### src/rtl/mapper_zemina90_bankreg_if.sv
// Bus bundle between the CPU-side decode and the Zemina 90-in-1 bank register.
// Signals:
//   iorq, wr, rd     CPU I/O request and strobes
//   io_addr          CPU address[7:0] during an I/O cycle
//   data_in          CPU write data
//   mem_addr         CPU memory address for the current access
//   data_to_mapper   8KB segment number for mem_addr (0xFF outside the window)
//   window_hit       mem_addr falls in 0x4000-0xBFFF
//   io_dout          bank register readback (0xFF when not selected)
//   io_dout_en       readback valid
// Modports: master = CPU/bus side, slave = bank register.
interface mapper_zemina90_bankreg_if;
    logic        iorq;
    logic        wr;
    logic        rd;
    logic [7:0]  io_addr;
    logic [7:0]  data_in;
    logic [15:0] mem_addr;
    logic [7:0]  data_to_mapper;
    logic        window_hit;
    logic [7:0]  io_dout;
    logic        io_dout_en;

    modport master (
        output iorq, wr, rd, io_addr, data_in, mem_addr,
        input  data_to_mapper, window_hit, io_dout, io_dout_en
    );

    modport slave (
        input  iorq, wr, rd, io_addr, data_in, mem_addr,
        output data_to_mapper, window_hit, io_dout, io_dout_en
    );
endinterface

### src/rtl/mapper_zemina90_bankreg.sv
// Zemina 90-in-1 bank register: captures CPU I/O writes to the bank port,
// returns the register on reads of that port, and decodes the 8KB segment
// number for memory accesses in 0x4000-0xBFFF.
// Ports:
//   clk      system clock, rising edge
//   reset_n  asynchronous active-low reset
//   enable   cartridge slot configured as Zemina 90
//   bus      CPU-side bundle (slave modport): strobes, addresses, data,
//            segment output and readback
//   bank     current bank register
//   bank_wr  one-cycle pulse, high in the cycle the new bank value is visible
module mapper_zemina90_bankreg #(
    parameter logic [7:0] PORT_ADDR  = 8'h77,
    parameter logic [7:0] RESET_BANK = 8'h00
) (
    input  logic                            clk,
    input  logic                            reset_n,
    input  logic                            enable,
    mapper_zemina90_bankreg_if.slave        bus,
    output logic [7:0]                      bank,
    output logic                            bank_wr
);

    logic       port_sel;
    logic       wstb;
    logic       strobe_q;
    logic       bank_wr_q;
    logic [7:0] bank_q;
    logic       wr_edge;

    assign port_sel = enable && bus.iorq && (bus.io_addr == PORT_ADDR);
    assign wstb     = port_sel && bus.wr;
    assign wr_edge  = wstb && !strobe_q;

    // strobe_q resets high so a strobe already asserted when reset releases
    // must drop and rise again before it writes.
    always_ff @(posedge clk or negedge reset_n) begin
        if (!reset_n) begin
            strobe_q  <= 1'b1;
            bank_q    <= RESET_BANK;
            bank_wr_q <= 1'b0;
        end else begin
            strobe_q  <= wstb;
            bank_wr_q <= wr_edge;
            if (wr_edge) begin
                bank_q <= bus.data_in;
            end
        end
    end

    assign bank    = bank_q;
    assign bank_wr = bank_wr_q;

    // Readback shows the current (pre-write) register value.
    assign bus.io_dout_en = port_sel && bus.rd;
    assign bus.io_dout    = bus.io_dout_en ? bank_q : 8'hFF;

    // Segment decode.
    logic [2:0] region;
    logic [1:0] mode;
    logic [7:0] base16;
    logic [7:0] base32;
    logic [7:0] seg;

    assign region         = bus.mem_addr[15:13];
    assign mode           = bank_q[7:6];
    assign bus.window_hit = (region >= 3'd2) && (region <= 3'd5);
    assign base16         = {1'b0, bank_q[5:0], 1'b0};
    assign base32         = {1'b0, bank_q[5:1], 2'b00};

    always_comb begin
        seg = 8'hFF;
        if (!mode[1]) begin
            // 16KB modes: same 16KB block mirrored into 4000-7FFF and 8000-BFFF.
            unique case (region)
                3'd2, 3'd4: seg = base16;
                3'd3, 3'd5: seg = base16 + 8'd1;
                default:    seg = 8'hFF;
            endcase
        end else begin
            // 32KB modes; mode 11 swaps the upper pair of pages.
            unique case (region)
                3'd2:    seg = base32;
                3'd3:    seg = base32 + 8'd1;
                3'd4:    seg = mode[0] ? base32 + 8'd3 : base32 + 8'd2;
                3'd5:    seg = mode[0] ? base32 + 8'd2 : base32 + 8'd3;
                default: seg = 8'hFF;
            endcase
        end
    end

    assign bus.data_to_mapper = (enable && bus.window_hit) ? seg : 8'hFF;

endmodule

### src/flat_wrapper.sv
// flat-port wrapper written by rule: the top's interface ports become plain ports
module mapper_zemina90_bankreg_flat 
#(
    parameter logic [7:0] PORT_ADDR  = 8'h77,
    parameter logic [7:0] RESET_BANK = 8'h00
)
  (clk, reset_n, enable, bank, bank_wr, bus_iorq, bus_wr, bus_rd, bus_io_addr, bus_data_in, bus_mem_addr, bus_data_to_mapper, bus_window_hit, bus_io_dout, bus_io_dout_en);
  mapper_zemina90_bankreg_if bus_i ();
  input  logic clk;
  input  logic reset_n;
  input  logic enable;
  output logic [7:0] bank;
  output logic bank_wr;
  input wire logic [$bits(bus_i.iorq)-1:0] bus_iorq;
  input wire logic [$bits(bus_i.wr)-1:0] bus_wr;
  input wire logic [$bits(bus_i.rd)-1:0] bus_rd;
  input wire logic [$bits(bus_i.io_addr)-1:0] bus_io_addr;
  input wire logic [$bits(bus_i.data_in)-1:0] bus_data_in;
  input wire logic [$bits(bus_i.mem_addr)-1:0] bus_mem_addr;
  output wire logic [$bits(bus_i.data_to_mapper)-1:0] bus_data_to_mapper;
  output wire logic [$bits(bus_i.window_hit)-1:0] bus_window_hit;
  output wire logic [$bits(bus_i.io_dout)-1:0] bus_io_dout;
  output wire logic [$bits(bus_i.io_dout_en)-1:0] bus_io_dout_en;
  assign bus_i.iorq = bus_iorq;
  assign bus_i.wr = bus_wr;
  assign bus_i.rd = bus_rd;
  assign bus_i.io_addr = bus_io_addr;
  assign bus_i.data_in = bus_data_in;
  assign bus_i.mem_addr = bus_mem_addr;
  assign bus_data_to_mapper = bus_i.data_to_mapper;
  assign bus_window_hit = bus_i.window_hit;
  assign bus_io_dout = bus_i.io_dout;
  assign bus_io_dout_en = bus_i.io_dout_en;
  mapper_zemina90_bankreg #(.PORT_ADDR(PORT_ADDR), .RESET_BANK(RESET_BANK)) u_core (.clk(clk), .reset_n(reset_n), .enable(enable), .bus(bus_i), .bank(bank), .bank_wr(bank_wr));
endmodule
### config.mk
export PLATFORM = sky130hd
export DESIGN_NAME = mapper_zemina90_bankreg_flat
export DESIGN_NICKNAME = d
export VERILOG_FILES = /design/src/rtl/mapper_zemina90_bankreg_if.sv /design/src/rtl/mapper_zemina90_bankreg.sv /design/src/flat_wrapper.sv
export SDC_FILE = /design/constraint.sdc
export NUM_CORES = 1
export LEC_CHECK = 0
export BUFFER_PORTS_ARGS = -buffer_cell sky130_fd_sc_hd__buf_2
export CAP_MARGIN = 20
export CELL_PAD_IN_SITES_DETAIL_PLACEMENT = 1
export CELL_PAD_IN_SITES_GLOBAL_PLACEMENT = 1
export CORE_UTILIZATION = 24
export CTS_CLUSTER_SIZE = 40
export DETAILED_ROUTE_END_ITERATION = 10
export PLACE_DENSITY = 0.88
export SYNTH_ARGS = -nofsm -noshare
export SYNTH_HDL_FRONTEND = slang
export SYNTH_SLANG_ARGS = --single-unit
### constraint.sdc
create_clock -name clk -period 3.4 [get_ports clk]
set_input_delay 0.34 -clock clk [delete_from_list [all_inputs] [get_ports clk]]
set_output_delay 0.34 -clock clk [all_outputs]
set_load 0.005 [all_outputs]
# Yosys cells after proc, flatten, opt, wreduce, memory -nomap -nowiden
# Index checks and enable logic that the tools add are counted.
# Widths: inputs -> output; s select.
[word_totals]
output_inout_bits = 27
latch_bits = 0
ramBits = 0
in_bits = 38
word_cells = 31
mem_bits_ro = 0
memories = 0
reg_bits = 10
[classes]
order_cmp = 2
n_reduce_logical = 10
multipliers = 0
n_bitwise = 0
shift = 0
addsub = 4
n_eq_ne = 5
muxes = 7
div = 0
[ops]
columns = ["operator", "count"]
rows = [
  ["$mux 8", 5],
  ["$pmux 8 s4", 1],
  ["$add 7x1->8 const B", 2],
  ["$add 7x2->8 const B", 2],
  ["$pmux 8 s2", 1],
  ["$eq 8x7->1 const B", 1],
  ["$logic_and 1x1->1", 7],
  ["$eq 3x2->1 const B", 2],
  ["$eq 3x3->1 const B", 2],
  ["$reduce_or 2->1", 2],
  ["$ge 3x2->1 const B", 1],
  ["$le 3x3->1 const B", 1],
  ["$logic_not 1->1", 1],
]

# Longest topological paths before layout
[depth]
ltp_word = 5
ltp_mapped = 5
mapped_depth_nobuf = 5

# Least setup slack after synthesis
# OpenSTA, ideal clock, no wires.
[synth_timing]
kind = "input to output"
from = "input bus_io_addr[3]"
to = "output bus_io_dout[0]"
path_slack_ns = 1.656
t_arrival_ns = 1.404
cell_stages = 3
path_cell_list = "nand4b_4 or4_1 or2_2"
[synth_between]
elab_chain_len = 4
[synth_lines]
columns = ["element", "line", "rtl"]
rows = [
  ["start: declaration", "flat_wrapper.sv:17", "input wire logic [$bits(bus_i.io_addr)-1:0] bus_io_addr;"],
  ["$eq 8x7->1", "mapper_zemina90_bankreg.sv:31", "assign port_sel = enable && bus.iorq && (bus.io_addr == PORT_ADDR);"],
  ["$logic_and 1x1->1", "mapper_zemina90_bankreg.sv:31", ""],
  ["$logic_and 1x1->1", "mapper_zemina90_bankreg.sv:55", "assign bus.io_dout_en = port_sel && bus.rd;"],
  ["$mux 8", "mapper_zemina90_bankreg.sv:56", "assign bus.io_dout = bus.io_dout_en ? bank_q : 8'hFF;"],
  ["end: declaration", "flat_wrapper.sv:22", "output wire logic [$bits(bus_i.io_dout)-1:0] bus_io_dout;"],
]
# No other way between the ends.

# Worst setup path in the final report
[layout_timing]
from = "input bus_io_addr[7]"
to = "output bus_io_dout[4]"
# Same word-level chain as after synthesis.

==> results.py <==
metrics = {
    "status": {
        "status": "finished, final reports clean",
    },
    "layout": {
        "area_growth_pct": 55.0,
        "final_common_cell": "buf_2",
        "fin_nets": 151,
        "drive_gt1_share_pct": 66.7,
        "layout_common_cells": "buf_2 (51), dfrtp_1 (9), mux2_2 (8)",
        "antenna_cells": 0,
        "finalInstanceArea_um2": 948,
    },
    "worst_setup_path": {
        "critical-path-top-delay-family": "simple AND/OR/NAND/NOR gates",
        "critPathKind": "in2out",
        "endpoint_kind": "output port",
        "start_kind": "input port",
        "crit_fanout": 8,
        "slowest_stage": "or4_1",
        "crit_path_start": "bus_io_addr[7]",
        "critPathCapture": "bus_io_dout[4]",
        "worstReg2RegEnd": "u_core.bank[0]$_DFFE_PN0P_",
        "critical_path.cell_chain": "buf_2 > nand4b_1 > or4_1 > or2_2 > buf_2",
        "max_stage_delay_ns": 0.61,
        "crit_buf_inv": 2,
        "reg2regPathDepth": 3,
        "cp.required_ns": 3.06,
        "cp_num_cells": 5,
        "r2r_slack_ns": 1.89,
        "rr_startpoint": "u_core.strobe_q$_DFF_PN1_",
        "arrival_ns": 1.79,
        "crit_top_cell": "buf_2",
    },
    "power_and_ir_drop": {
        "vdd.ir_drop.worst_mv": 0.175,
        "p_leak_nw": 0.511,
        "power_density_nw_per_um2": 287,
    },
    "clock_tree": {
        "cts_tree": "yes",
        "clk_pin_slew_worst_paths_ns": 0.06,
        "cts_buffers": 3,
        "cts_sinks": 10,
        "htreeDepth": 1,
        "cts_max_path_buffers": 2,
        "postCtsResizedCells": 0,
        "cts_root_buf": "clkbuf_4",
        "clkLatencyLatePin_ns": 0.25,
        "cts_setup_buffers": 0,
    },
    "floorplan": {
        "fp.dieH_um": 52.5,
        "start_util_pct": 26.6,
        "coreArea_um2": 2300,
        "die-area_um2": 2760,
        "num_rows": 17,
        "io_pins": 65,
        "die_x_um": 52.5,
    },
    "route": {
        "vias_per_cell": 4.60,
        "drt-initial-drc-count": 9,
        "vias": 639,
        "first_pass_iters": 3,
        "wl_um": 1800,
        "antenna_left": 0,
        "wl_per_cell_um": 12.9,
        "drc": 0,
    },
    "synth": {
        "syn-num-nets": 94,
        "ys_seq_area_share_pct": 41.1,
        "synth_cells": 55,
        "synth_seq_cells": 10,
        "avgSynthCellArea_um2": 11.1,
        "ys_types": 22,
        "synth_top_area_share_pct": 36.8,
        "syn-cell-area_um2": 612,
        "synth_warnings": 0,
        "yosysTopAreaCell": "dfrtp_1",
        "ys_top_cells_by_area": "dfrtp_1 (37%), mux2_2 (15%), or2_2 (7.2%)",
    },
    "sta": {
        "slew_viol_final": 0,
        "timing.hold.ws_ns": 0.317,
        "fin_skew_ns": 0.000378,
        "tns_ns": 0,
        "fin_crit_ns": 2.13,
        "max_freq_ghz": 0.469,
        "finalSetupViolCount": 0,
        "slew_headroom_pct": 59.0,
        "worst_pin_slew_ns": 0.611,
        "post-route-period-util_pct": 62.7,
        "hold_viol": 0,
        "rsz0062_at_grt": "no",
    },
    "global_route": {
        "antenna_found_initial": 0,
        "grt_start_max_net_pins": 11,
        "grt_pass1_wl_um": 2880,
        "grt_usage_pct": 14.4,
        "grt_overflow": 0,
        "first_global_vias": 620,
    },
    "placed_design": {
        "port_buffers": 51,
        "place.gp.congestion": 0.702,
        "place_area_um2": 902,
        "dp_hpwl_um": 1480,
    },
    "flow_run": {
        "cap_violations": 0,
    },
    "hold_path": {
        "holdCritPathClass": "in2reg",
    },
}
[what timing repair did]
item,4_1_cts,5_1_grt
hold endpoints to repair,9,0
setup endpoints to repair,0,0
hold buffers,1,0
[how the worst min path moves through the flow]
stage,start,endpoint,slack (ns),cells past startpoint
3_3_place_gp,reset_n,u_core.bank[5]$_DFFE_PN0P_,0.21,1
6_report,bus_data_in[5],u_core.bank[5]$_DFFE_PN0P_,0.32,2
3_5_place_dp,reset_n,u_core.bank[5]$_DFFE_PN0P_,0.21,1
4_1_cts,bus_data_in[3],u_core.bank[3]$_DFFE_PN0P_,0.31,2
5_1_grt,bus_data_in[1],u_core.bank[1]$_DFFE_PN0P_,0.31,2
2_1_floorplan,reset_n,u_core.bank[0]$_DFFE_PN0P_,0.04,0
[cell usage after synthesis]
master,count
a21o_1,5
a221o_1,1
and2_1,1
dfrtp_1,9
dfstp_2,1
ha_1,1
inv_1,5
mux2_2,8
nand2_1,2
nand2b_1,3
nand3_1,2
nand4b_1,1
nand4b_4,1
nor3_1,1
nor4_4,1
o211ai_1,1
o21ai_0,1
o41ai_1,1
or2_2,7
or3b_2,1
or4_1,1
xor2_1,1
[worst reg2reg max path: cells and delay by family (launching register included)]
family,cells,cell delay [ns]
flip-flops,1,0.36
multiplexers,1,0.41
AND/OR/NAND/NOR,2,0.63
[kinds of logic (layout without fill, tap and decap cells)]
logic type | count (synthesis) | in the layout | share of synthesized area (%)
flip-flops | 10 | 10 | 41.1
XOR/XNOR | 1 | 1 | 1.43
multiplexers | 8 | 8 | 14.7
AND/OR/NAND/NOR | 21 | 21 | 26.4
buffers and inverters | 5 | 61 | 3.07
adder cells (fa/ha/maj) | 1 | 1 | 2.04
AO/OA/AOI/OAI | 9 | 9 | 11.2
[through the flow]
step                cells  power, W  worst slack [ns]  utilization [%]
CTS                   139  0.000277              1.24             41.3
floorplan              55  0.000142              1.66                -
global route          139  0.000288              1.22             41.3
detailed placement    134  0.000171              1.24             39.3
global placement      134  0.000169              1.31             39.3
finish                139  0.000272              1.27             41.3
[sequential cells by signal, indices dropped and copies added (netlist names)]
signal and count:
u_core.bank 8, u_core.bank_wr 1, u_core.strobe_q 1
[area by class of cell]
type,instances,area (µm²)
inverter,5,18.8
fill,294,1350
tap,28,35.0
clock buffer,4,36.3
sequential,10,251
timing repair buffer,52,265
multi-input combinational,40,342
[report_power, final]
group | switching, W | internal [W]
Sequential | 0.00000157 | 0.000120
Combinational | 0.0000231 | 0.0000245
Clock | 0.0000375 | 0.0000649
[per-layer routing]
metal | track usage [%] | vias to the layer above | part of all wire, %
met4 | 5.26 | 0 | 0.44
met2 | 24.9 | 35 | 46
li1 | - | 311 | -
met1 | 17.8 | 291 | 45
met3 | 2.32 | 2 | 8.2
met5 | 0 | - | 0
(Power assumes the default switching activity.)
